`config.mk`:
```
export PLATFORM = sky130hd
export DESIGN_NAME = adder_share_arbiter
export DESIGN_NICKNAME = d
export VERILOG_FILES = /design/src/rtl/adder_share_arbiter.sv
export SDC_FILE = /design/constraint.sdc
export NUM_CORES = 1
export LEC_CHECK = 0
export ABC_AREA = 1
export CORE_ASPECT_RATIO = 1.4
export CORE_MARGIN = 2
export CORE_UTILIZATION = 43
export DETAILED_ROUTE_END_ITERATION = 10
export PLACE_DENSITY = 0.93
export SYNTH_ARGS = -nofsm -noshare
export SYNTH_HDL_FRONTEND = slang
export SYNTH_SLANG_ARGS = --single-unit
```
`constraint.sdc`:
```
create_clock -name clk -period 6.45 [get_ports clk]
set_input_delay 1.29 -clock clk [delete_from_list [all_inputs] [get_ports clk]]
set_output_delay 1.29 -clock clk [all_outputs]
set_load 0.1 [all_outputs]
```
`src/rtl/adder_share_arbiter.sv`:
```
`default_nettype none
// ============================================================================
// Module   : adder_share_arbiter
// Brief    : Round-robin sharing of one pipelined adder among NREQ requesters,
//            with a tag shadow pipe that routes each sum back to its issuer.
// Revision : 1.0
// ============================================================================
module adder_share_arbiter #(
    parameter int WIDTH   = 16,
    parameter int NREQ    = 4,
    parameter int ADD_LAT = 6
) (
    input  logic                  clk,
    input  logic                  rst,
    input  logic                  start,
    input  logic                  flush,
    input  logic [NREQ-1:0]       req_valid,
    output logic [NREQ-1:0]       req_ready,
    input  logic [NREQ*WIDTH-1:0] req_a,
    input  logic [NREQ*WIDTH-1:0] req_b,
    input  logic [NREQ-1:0]       req_cin,
    output logic                  add_v_in,
    output logic [WIDTH-1:0]      add_a,
    output logic [WIDTH-1:0]      add_b,
    output logic                  add_cin,
    input  logic                  add_v_out,
    input  logic [WIDTH-1:0]      add_sum,
    output logic [NREQ-1:0]       resp_valid,
    output logic [WIDTH-1:0]      resp_sum,
    output logic                  idle,
    output logic                  err
);

    localparam int c_id_w  = (NREQ > 1) ? $clog2(NREQ) : 1;
    localparam int c_inf_w = $clog2(ADD_LAT + 2);

    typedef enum logic [1:0] {
        S_IDLE  = 2'd0,
        S_RUN   = 2'd1,
        S_DRAIN = 2'd2
    } state_t;

    state_t             r_state;
    state_t             w_state_nxt;
    logic               w_grant_en;

    logic [c_id_w-1:0]  r_rr_ptr;
    logic [c_inf_w-1:0] r_inflight;
    logic [c_id_w-1:0]  r_issue_id;

    logic               r_add_v_in;
    logic [WIDTH-1:0]   r_add_a;
    logic [WIDTH-1:0]   r_add_b;
    logic               r_add_cin;

    logic [NREQ-1:0]    r_resp_valid;
    logic [WIDTH-1:0]   r_resp_sum;
    logic               r_err;

    logic               r_tag_v  [ADD_LAT];
    logic [c_id_w-1:0]  r_tag_id [ADD_LAT];
    logic               w_exit_v;
    logic [c_id_w-1:0]  w_exit_id;

    logic [WIDTH-1:0]   w_a_arr [NREQ];
    logic [WIDTH-1:0]   w_b_arr [NREQ];

    logic               w_gnt_found;
    logic [c_id_w-1:0]  w_gnt_id;
    logic [c_id_w-1:0]  w_scan;

    // Unpack the flat operand buses so the winner can be selected by index.
    genvar gi;
    generate
        for (gi = 0; gi < NREQ; gi++) begin : g_unpack
            assign w_a_arr[gi] = req_a[gi*WIDTH +: WIDTH];
            assign w_b_arr[gi] = req_b[gi*WIDTH +: WIDTH];
        end
    endgenerate

    // ------------------------------------------------------------------------
    // Control FSM
    // ------------------------------------------------------------------------
    always_ff @(posedge clk) begin
        if (rst) begin
            r_state <= S_IDLE;
        end else begin
            r_state <= w_state_nxt;
        end
    end

    always_comb begin
        w_state_nxt = r_state;
        w_grant_en  = 1'b0;
        case (r_state)
            S_IDLE: begin
                if (start && !flush) begin
                    w_state_nxt = S_RUN;
                end
            end
            S_RUN: begin
                if (flush) begin
                    w_state_nxt = S_DRAIN;
                end else begin
                    w_grant_en = 1'b1;
                end
            end
            S_DRAIN: begin
                // add_v_in covers the op issued just before flush that has not
                // yet entered the tag pipe.
                if ((r_inflight == '0) && !r_add_v_in) begin
                    w_state_nxt = S_IDLE;
                end
            end
            default: begin
                w_state_nxt = S_IDLE;
            end
        endcase
    end

    // ------------------------------------------------------------------------
    // Round-robin search starting just after the last winner
    // ------------------------------------------------------------------------
    always_comb begin
        w_gnt_found = 1'b0;
        w_gnt_id    = '0;
        w_scan      = r_rr_ptr;
        for (int k = 0; k < NREQ; k++) begin
            if (w_scan == c_id_w'(NREQ - 1)) begin
                w_scan = '0;
            end else begin
                w_scan = w_scan + 1'b1;
            end
            if (w_grant_en && !w_gnt_found && req_valid[w_scan]) begin
                w_gnt_found = 1'b1;
                w_gnt_id    = w_scan;
            end
        end
    end

    always_comb begin
        req_ready = '0;
        if (w_gnt_found) begin
            req_ready[w_gnt_id] = 1'b1;
        end
    end

    // ------------------------------------------------------------------------
    // Issue register towards the adder
    // ------------------------------------------------------------------------
    always_ff @(posedge clk) begin
        if (rst) begin
            r_rr_ptr   <= c_id_w'(NREQ - 1);
            r_issue_id <= '0;
            r_add_v_in <= 1'b0;
            r_add_a    <= '0;
            r_add_b    <= '0;
            r_add_cin  <= 1'b0;
        end else begin
            r_add_v_in <= w_gnt_found;
            if (w_gnt_found) begin
                r_rr_ptr   <= w_gnt_id;
                r_issue_id <= w_gnt_id;
                r_add_a    <= w_a_arr[w_gnt_id];
                r_add_b    <= w_b_arr[w_gnt_id];
                r_add_cin  <= req_cin[w_gnt_id];
            end
        end
    end

    // ------------------------------------------------------------------------
    // Tag shadow pipe: stage 0 captures the op the adder samples this edge,
    // so the last stage lines up with the adder's v_out.
    // ------------------------------------------------------------------------
    always_ff @(posedge clk) begin
        if (rst) begin
            for (int s = 0; s < ADD_LAT; s++) begin
                r_tag_v[s]  <= 1'b0;
                r_tag_id[s] <= '0;
            end
        end else begin
            r_tag_v[0]  <= r_add_v_in;
            r_tag_id[0] <= r_issue_id;
            for (int s = 1; s < ADD_LAT; s++) begin
                r_tag_v[s]  <= r_tag_v[s-1];
                r_tag_id[s] <= r_tag_id[s-1];
            end
        end
    end

    assign w_exit_v  = r_tag_v[ADD_LAT-1];
    assign w_exit_id = r_tag_id[ADD_LAT-1];

    // ------------------------------------------------------------------------
    // Response routing, error flag and in-flight counter
    // ------------------------------------------------------------------------
    always_ff @(posedge clk) begin
        if (rst) begin
            r_resp_valid <= '0;
            r_resp_sum   <= '0;
            r_err        <= 1'b0;
            r_inflight   <= '0;
        end else begin
            r_resp_valid <= '0;
            // A v_out without a live tag is a leftover from before reset.
            if (w_exit_v && add_v_out) begin
                r_resp_valid[w_exit_id] <= 1'b1;
                r_resp_sum              <= add_sum;
            end
            if (w_exit_v && !add_v_out) begin
                r_err <= 1'b1;
            end
            case ({r_add_v_in, w_exit_v})
                2'b10:   r_inflight <= r_inflight + 1'b1;
                2'b01:   r_inflight <= r_inflight - 1'b1;
                default: r_inflight <= r_inflight;
            endcase
        end
    end

    assign add_v_in   = r_add_v_in;
    assign add_a      = r_add_a;
    assign add_b      = r_add_b;
    assign add_cin    = r_add_cin;
    assign resp_valid = r_resp_valid;
    assign resp_sum   = r_resp_sum;
    assign err        = r_err;
    assign idle       = (r_state == S_IDLE) && (r_inflight == '0);

endmodule
`default_nettype wire

```
==> results of run 1 <==
[critical path: stages]
cell and delay [ps]:
clkdlybuf4s50_1 480, nor3_4 370, nand2_1 150, nor2_4 140, inv_2 40, nor2_2 130, nand2_1 70, nand2_2 570
inv_2 120, nor2_1 230, buf_12 210
[power by group through the flow]
stage | combinational, uW | sequential, uW | clock (uW)
2_1_floorplan | 260 | 752 | 0
3_3_place_gp | 638 | 566 | 0
3_5_place_dp | 644 | 568 | 0
4_1_cts | 648 | 556 | 509
5_1_grt | 694 | 559 | 531
6_report | 647 | 556 | 495
[metal layers]
metal | global-route usage [%] | wire [um] | up-vias
met2 | 42.3 | 7900 | 249
li1 | - | - | 2873
met4 | 8.78 | 416 | 4
met3 | 6.42 | 1190 | 33
met5 | 0 | 34 | -
met1 | 25.7 | 5670 | 2535
[path summary, 6_finish.rpt]
check / startpoint / to
max: flush / req_ready[2]
min: r_tag_id[3][1] / r_tag_id[4][1]
max reg2reg: r_rr_ptr[0] / add_b[4]
min reg2reg: r_tag_id[3][1] / r_tag_id[4][1]
[sequential cells by signal, indices dropped and copies added (netlist names)]
register	count
r_issue_id	2
r_inflight	3
err	1
r_rr_ptr	2
add_a	16
add_cin	1
r_tag_id	12
r_tag_v	6
resp_sum	16
add_v_in	1
r_state	2
add_b	16
resp_valid	4
[stage by stage]
step           hold slack (ps)  power (uW)  utilization (%)
2_1_floorplan              388        1010                -
3_3_place_gp               389        1200             62.7
3_5_place_dp               393        1210             62.7
4_1_cts                    402        1710             65.3
5_1_grt                    409        1780             65.3
6_report                   402        1700             65.3
[cell families (layout without fill, tap and decap cells)]
logic type / after synthesis / in the layout / synth area share [%]
AND/OR/NAND/NOR: 495 / 495 / 45.3
AO/OA/AOI/OAI: 34 / 34 / 3.62
buffers and inverters: 195 / 382 / 16.9
adder cells (fa/ha/maj): 3 / 3 / 0.910
flip-flops: 82 / 82 / 33.2
[layout make-up]
cell class,count,area (sq um),area share (%)
Clock buffer,9,225,3.06
Clock inverter,7,70.1,0.951
Inverter,144,541,7.33
Multi-Input combinational cell,532,2470,33.5
Sequential cell,82,1640,22.3
Tap cell,144,180,2.44
Timing Repair Buffer,222,2240,30.4
[layout by cell type, fill, tap and decap left out]
cell type          n
a2111oi_0          1
a21oi_1            7
buf_12             4
buf_2              1
buf_4              6
clkbuf_16          9
clkdlybuf4s50_1  211
clkinv_1           1
clkinv_4           1
clkinv_8           1
clkinvlp_4         1
dfxtp_1           82
fa_1               1
ha_1               2
inv_1            135
inv_2              8
inv_6              3
inv_8              1
nand2_1          138
nand2_2            8
nand2_4            1
nand3_1          199
nand3_2           10
nand4_1            4
nor2_1           125
nor2_2             2
nor2_4             2
nor3_1             5
nor3_4             1
o211ai_1           2
o21ai_0           21
o21ai_1            3
==> results.json, run 1 <==
{
  "outcome": "finished clean",
  "finClkSkew_ps": 7.62,
  "worst_slack_ps": 1350,
  "comb_power_share_pct": 38.1,
  "drive_above_1_share_pct": 5.92,
  "maxCapViolCount": 0,
  "ctsHoldBuffers": 0,
  "htree_levels": 3,
  "clock.fmax_mhz": 196,
  "io_pins": 217,
  "clockBufferDepth": 2,
  "switchingPower_uw": 667,
  "synth_ff_type": "dfxtp_1",
  "power_density_nw_per_um2": 230,
  "critPathCaptureType": "output pin",
  "grt_usage_pct": 23.3,
  "drt_pass1_iterations": 5,
  "grt_pass1_vias": 5060,
  "synth_most_common_cell": "nand3_1",
  "start_util_pct": 43.9,
  "drc_errors": 0,
  "drt_iter0_drc": 269,
  "seq_area_frac_synth_pct": 33.2,
  "cp.required_ps": 5160,
  "power_leakage_uw": 0.00350,
  "finalMaxSlewViolations": 0,
  "die-area_sq_um": 12400,
  "finalSetupViolCount": 0,
  "hold_depth": 2,
  "setup-tns-final_ps": 0,
  "irDropWorstVdd_v": 0.000126,
  "syn_nets": 969,
  "avgSynthCellArea_sq_um": 6.12,
  "startpoint_type": "input port",
  "swShare_pct": 39.3,
  "ys_ff_latch": 82,
  "grt_pass1_wl_um": 23100,
  "max_slew_margin_pct": 18.0,
  "critPathKind": "in -> out",
  "ff2ff_path_depth": 14,
  "critPathArrivalTime_ps": 3810,
  "dp_slack_ps": 1360,
  "routedWlPerCell_um": 13.3,
  "period_share_pct": 79.0,
  "synth_top_area_share_pct": 33.2,
  "rrSetupSlack_ps": 3170,
  "cts_tree": "done",
  "ys_async_sr_fraction_pct": 0,
  "fill_cells": 1009,
  "place_congestion": 0.861,
  "die_y_um": 131,
  "overflow": 0,
  "hold_path.class": "reg -> reg",
  "ys_top_cells_by_area": "dfxtp_1 (33%), nand3_1 (20%), nand2_1 (11%)",
  "grt_max_degree": 68,
  "clk_pin_slew_worst_paths_ps": 60,
  "antenna_found_initial": 2,
  "clk_latency_ps": 330,
  "min_period_ps": 5100,
  "port_buffers": 216,
  "seqPwrFrac_pct": 32.8,
  "yosys.area.top_type": "dfxtp_1",
  "hold_violations": 0,
  "clkPwrFrac_pct": 29.1,
  "viasPerCell": 4.99,
  "worst_pin_slew_ps": 1230,
  "synth_common_cells": "nand3_1 (199), nand2_1 (139), inv_1 (135)",
  "yosys_warnings": 0,
  "area_growth_pct": 49.0,
  "n_antenna_cell": 0,
  "rsz0062_at_grt": "false",
  "core_sq_um": 11300,
  "place_area_sq_um": 7070,
  "hpwl_um": 10700,
  "fin_nets": 1151,
  "internal_power_uw": 1030,
  "clockRootBuffer": "clkbuf_16",
  "clock_sinks": 82,
  "vias": 5694,
  "ys_types": 27,
  "ant_nets": 0,
  "mappedNetlistArea_sq_um": 4950,
  "instances_no_fill": 1140,
  "synth_edf_count": 0,
  "cts_setup_buffers": 0,
  "rows": 46,
  "cts-resized-gates": 0,
  "placed_cells": 1124,
  "routed_wl_um": 15200,
  "numCtsBuffers": 9,
  "path_max_fanout": 35,
  "synthCells": 809,
  "die_width_um": 94.7,
  "final_cell_area_sq_um": 7370
}
No activity file was read; power rests on OpenSTA's default activity.
==> inputs of run 2 (changes only) <==
CORE_UTILIZATION = 39   (was 43)
PLACE_DENSITY = 0.89   (was 0.93)
clock period = 4.3 ns   (was 6.45 ns; I/O delays follow)
==> results.json, run 2 (synthesis gave the netlist of run 1 again) <==
{
  "viasPerCell": 5.00,
  "routedWlPerCell_um": 13.6,
  "cts-resized-gates": 0,
  "crit_path_top_delay_cell": "clkdlybuf4s50_1",
  "cp.required_ps": 3440,
  "finClkSkew_ps": 5.57,
  "path_buf_inv": 3,
  "clockBufferDepth": 2,
  "top_layer_used": "met4",
  "start_util_pct": 40.0,
  "min_period_ps": 3720,
  "cp.depth": 11,
  "power_density_nw_per_um2": 363,
  "fin_nets": 1154,
  "startpoint_type": "input port",
  "critPathKind": "in -> out",
  "rows": 48,
  "finalMaxSlewViolations": 0,
  "clockRootBuffer": "clkbuf_16",
  "die_y_um": 137,
  "min-delay-start": "r_tag_id[4][1]",
  "final_common_cell": "clkdlybuf4s50_1",
  "numCtsBuffers": 9,
  "r2r-start": "r_rr_ptr[0]",
  "clock.fmax_mhz": 269,
  "outcome": "finished clean",
  "path_max_fanout": 8,
  "htree_levels": 3,
  "ctsHoldBuffers": 0,
  "cts_tree": "done",
  "critPathArrivalTime_ps": 2860,
  "placed_cells": 1133,
  "timing.rr.end": "add_b[12]",
  "drc_errors": 0,
  "setup-tns-final_ps": 0,
  "place_congestion": 0.836,
  "cpPeakStageDelay_ps": 490,
  "port_buffers": 216,
  "power_leakage_uw": 0.00354,
  "hpwl_um": 11100,
  "drt_iter0_drc": 352,
  "drt_pass1_iterations": 5,
  "hold_path.class": "reg -> reg",
  "ant_nets": 0,
  "regArea_sq_um": 1640,
  "grt_pass1_wl_um": 24800,
  "rrSetupSlack_ps": 1400,
  "routed_wl_um": 15600,
  "grt_max_degree": 68,
  "die_width_um": 99.2,
  "met2WireLength_um": 7850,
  "vias": 5743,
  "finalSetupViolCount": 0,
  "grt_pass1_vias": 5312,
  "most-common-layout-cells": "clkdlybuf4s50_1 (211), nand3_1 (199), nand2_1 (138)",
  "hold_depth": 2,
  "clk_pin_slew_worst_paths_ps": 60,
  "fill_cells": 1085,
  "io_pins": 217,
  "whs_endpoint": "r_tag_id[5][1]",
  "core_sq_um": 12400,
  "n_antenna_cell": 0,
  "grt_usage_pct": 22.4,
  "critPathTopFamily": "simple AND/OR/NAND/NOR gates",
  "cp_cell_sequence": "clkdlybuf4s50_1 -> nor3_4 -> nand3_2 -> nand3_1 -> nand3_1 -> nand2_1 -> nand2_2 -> inv_2 -> nand2_1 -> nor2_1 -> buf_12",
  "cts_setup_buffers": 0,
  "clock_sinks": 82,
  "maxCapViolCount": 0,
  "wl_met1_um": 6140,
  "max_slew_margin_pct": 28.7,
  "multi_input_area_sq_um": 2470,
  "critPathCaptureType": "output pin",
  "worst_pin_slew_ps": 1070,
  "clk_latency_ps": 330,
  "irDropWorstVdd_v": 0.000233,
  "die-area_sq_um": 13600,
  "ff2ff_path_depth": 15,
  "period_share_pct": 86.5,
  "area_growth_pct": 50.9,
  "antenna_found_initial": 0,
  "wl_met3_um": 1070,
  "drive_above_1_share_pct": 6.21,
  "overflow": 0,
  "instances_no_fill": 1149,
  "hold_violations": 0,
  "rsz0062_at_grt": "false"
}
-- run 2: cell types whose count changed in the layout (fill, tap and decap cells not counted), sizes merged --
cell / delta
buf: +3
bufinv: +3
clkinv: -1
inv: -2
-- run 2: layout make-up --
class | count | share of cell area, %
sequential | 82 | 22.0
clock buffer | 9 | 3.02
multi-input combinational | 532 | 33.1
tap | 150 | 2.51
timing repair buffer | 225 | 30.5
clock inverter | 7 | 1.66
inverter | 144 | 7.24
-- run 2: worst max-delay path by stage --
stage / to / startpoint / slack (ps)
6_report: req_ready[0] / flush / 580
5_1_grt: req_ready[0] / flush / 400
4_1_cts: req_ready[0] / flush / 580
3_5_place_dp: req_ready[0] / flush / 590
3_3_place_gp: req_ready[1] / flush / 680
2_1_floorplan: req_ready[1] / flush / 120
-- run 2: per-stage QoR --
step	hold slack, ps	cell area (sq um)	setup slack [ps]	total power [uW]	utilization, %
final	402	7470	580	2710	60.3
after global routing	424	7470	396	2830	60.3
after CTS	402	7470	580	2730	60.3
after detailed placement	393	7120	591	1830	57.5
after global placement	391	7120	678	1820	57.5
after floorplan	388	4950	120	1520	-
-- run 2: power by group --
part	switching (uW)	internal [uW]	total (uW)
Combinational	647	334	981
Sequential	25.7	809	835
Clock	322	573	894
-- run 2: tightest hold or removal path, stage by stage (launching register included) --
cell and delay, ps:
dfxtp_1 300, inv_1 40, nor2_1 30
-- run 2: routing by layer --
layer / vias up / GRT usage, %
li1: 2883 / -
met1: 2570 / 25.9
met2: 254 / 40.2
met3: 36 / 3.86
met4: 0 / 10.0
met5: - / 0
==> inputs of run 3 (changes only) <==
CELL_PAD_IN_SITES_DETAIL_PLACEMENT = 1   (was not set)
CELL_PAD_IN_SITES_GLOBAL_PLACEMENT = 1   (was not set)
CORE_UTILIZATION = 25   (was 39)
CTS_CLUSTER_DIAMETER = 120   (was not set)
CTS_CLUSTER_SIZE = 10   (was not set)
PLACE_DENSITY = 0.87   (was 0.89)
==> results.json, run 3 (synthesis gave the netlist of run 1 again) <==
{
  "outcome": "finished clean",
  "grt_pass1_vias": 6137,
  "vias": 5810,
  "timing.rr.end": "add_b[5]",
  "htree_levels": 3,
  "viasPerCell": 4.66,
  "place_area_sq_um": 7230,
  "routedWlPerCell_um": 14.7,
  "die_width_um": 123,
  "area_growth_pct": 52.2,
  "grt_max_degree": 68,
  "maxCapViolCount": 0,
  "rrSetupSlack_ps": 1350,
  "ff2ff_path_depth": 16,
  "comb_power_share_pct": 38.1,
  "path_max_fanout": 8,
  "setup-tns-final_ps": 0,
  "startpoint_type": "input port",
  "overflow": 0,
  "drc_errors": 0,
  "hpwl_um": 13200,
  "n_antenna_cell": 0,
  "clk_pin_slew_worst_paths_ps": 80,
  "hold_path.class": "reg -> reg",
  "die_y_um": 170,
  "hold_depth": 2,
  "whs_endpoint": "r_tag_id[2][1]",
  "cp.required_ps": 3440,
  "clk_latency_ps": 350,
  "ant_nets": 0,
  "finalMaxSlewViolations": 0,
  "clock.fmax_mhz": 267,
  "numCtsBuffers": 9,
  "critPathArrivalTime_ps": 2890,
  "min_period_ps": 3750,
  "worst_pin_slew_ps": 1040,
  "core_sq_um": 19300,
  "power_leakage_uw": 0.00351,
  "antenna_found_initial": 0,
  "clkPwrFrac_pct": 29.8,
  "switchingPower_uw": 1050,
  "grt_pass1_wl_um": 29900,
  "die-area_sq_um": 20900,
  "seqPwrFrac_pct": 32.0,
  "finClkSkew_ps": 8.54,
  "finalSetupViolCount": 0,
  "start_util_pct": 25.6,
  "final_cell_area_sq_um": 7530,
  "ctsHoldBuffers": 0,
  "drt_pass1_iterations": 4,
  "fin_util_pct": 39.0,
  "holdWs_ps": 400,
  "most-common-layout-cells": "clkdlybuf4s50_1 (211), nand3_1 (199), nand2_1 (138)",
  "fin_nets": 1153,
  "cts_tree": "done",
  "drt_iter0_drc": 205,
  "worst_slack_ps": 550,
  "period_share_pct": 87.2,
  "power_density_nw_per_um2": 346,
  "io_pins": 217,
  "cts-resized-gates": 0,
  "drive_above_1_share_pct": 6.11,
  "port_buffers": 216,
  "final_common_cell": "clkdlybuf4s50_1",
  "irDropWorstVdd_v": 0.000177,
  "place_congestion": 0.841,
  "internal_power_uw": 1550,
  "critPathCaptureType": "output pin",
  "r2r-start": "r_rr_ptr[0]",
  "clockBufferDepth": 2,
  "min-delay-start": "r_tag_id[1][1]",
  "swShare_pct": 40.4,
  "rsz0062_at_grt": "false",
  "rows": 60,
  "hold_violations": 0,
  "cts_setup_buffers": 0,
  "critPathKind": "in -> out",
  "max_slew_margin_pct": 30.5,
  "clock_sinks": 82,
  "dp_slack_ps": 575,
  "clockRootBuffer": "clkbuf_16",
  "grt_usage_pct": 18.1,
  "routed_wl_um": 18300
}
run 3: cell types whose count changed in the layout (fill, tap and decap cells not counted):
cell and delta:
buf_4 -1, bufinv_16 -3, clkinv_4 -1, clkinv_8 +1
clkinvlp_4 +1, inv_8 +2
run 3: critical path: stages:
cell,delay [ps]
clkdlybuf4s50_1,480
nor3_4,400
nand2_1,120
nor2_1,170
nand3_1,140
nand2_2,90
nand2_2,60
nand2_2,100
inv_2,60
nor2_1,200
buf_12,210
run 3: worst max path at each step:
| stage | startpoint | to | slack [ps] | depth (start not counted) |
|---|---|---|---|---|
| 6_report | flush | req_ready[3] | 550 | 11 |
| 5_1_grt | flush | req_ready[3] | 380 | 11 |
| 3_5_place_dp | flush | req_ready[3] | 570 | 11 |
| 3_3_place_gp | flush | req_ready[3] | 640 | 11 |
| 4_1_cts | flush | req_ready[3] | 570 | 11 |
| 2_1_floorplan | flush | req_ready[1] | 120 | 11 |
run 3: routing by layer:
metal | global-route usage, % | up-vias | part of all wire (%)
li1 | - | 2876 | -
met1 | 18.4 | 2721 | 38
met2 | 34.4 | 182 | 52
met3 | 5.09 | 31 | 7.3
met4 | 6.35 | 0 | 2.5
met5 | 0 | - | 0
run 3: area by class of cell:
class | count | area [sq um]
fillers | 2471 | 11800
repair buffers | 224 | 2270
clock buffers | 9 | 225
well taps | 248 | 310
multi-input cells | 532 | 2470
inverters | 144 | 541
clock inverters | 7 | 71.3
flip-flops and latches | 82 | 1640
run 3: stage by stage:
stage	std cells	power, uW
after floorplan	809	1520
after detailed placement	1230	1850
final	1246	2600
after CTS	1246	2650
after global routing	1246	2760
after global placement	1230	1830
run 3: power groups by stage:
stage | logic [uW] | clock network (uW) | registers [uW]
2_1_floorplan | 390 | 0 | 1130
3_3_place_gp | 985 | 0 | 849
3_5_place_dp | 1000 | 0 | 852
4_1_cts | 1010 | 806 | 835
5_1_grt | 1080 | 843 | 840
6_report | 993 | 777 | 834
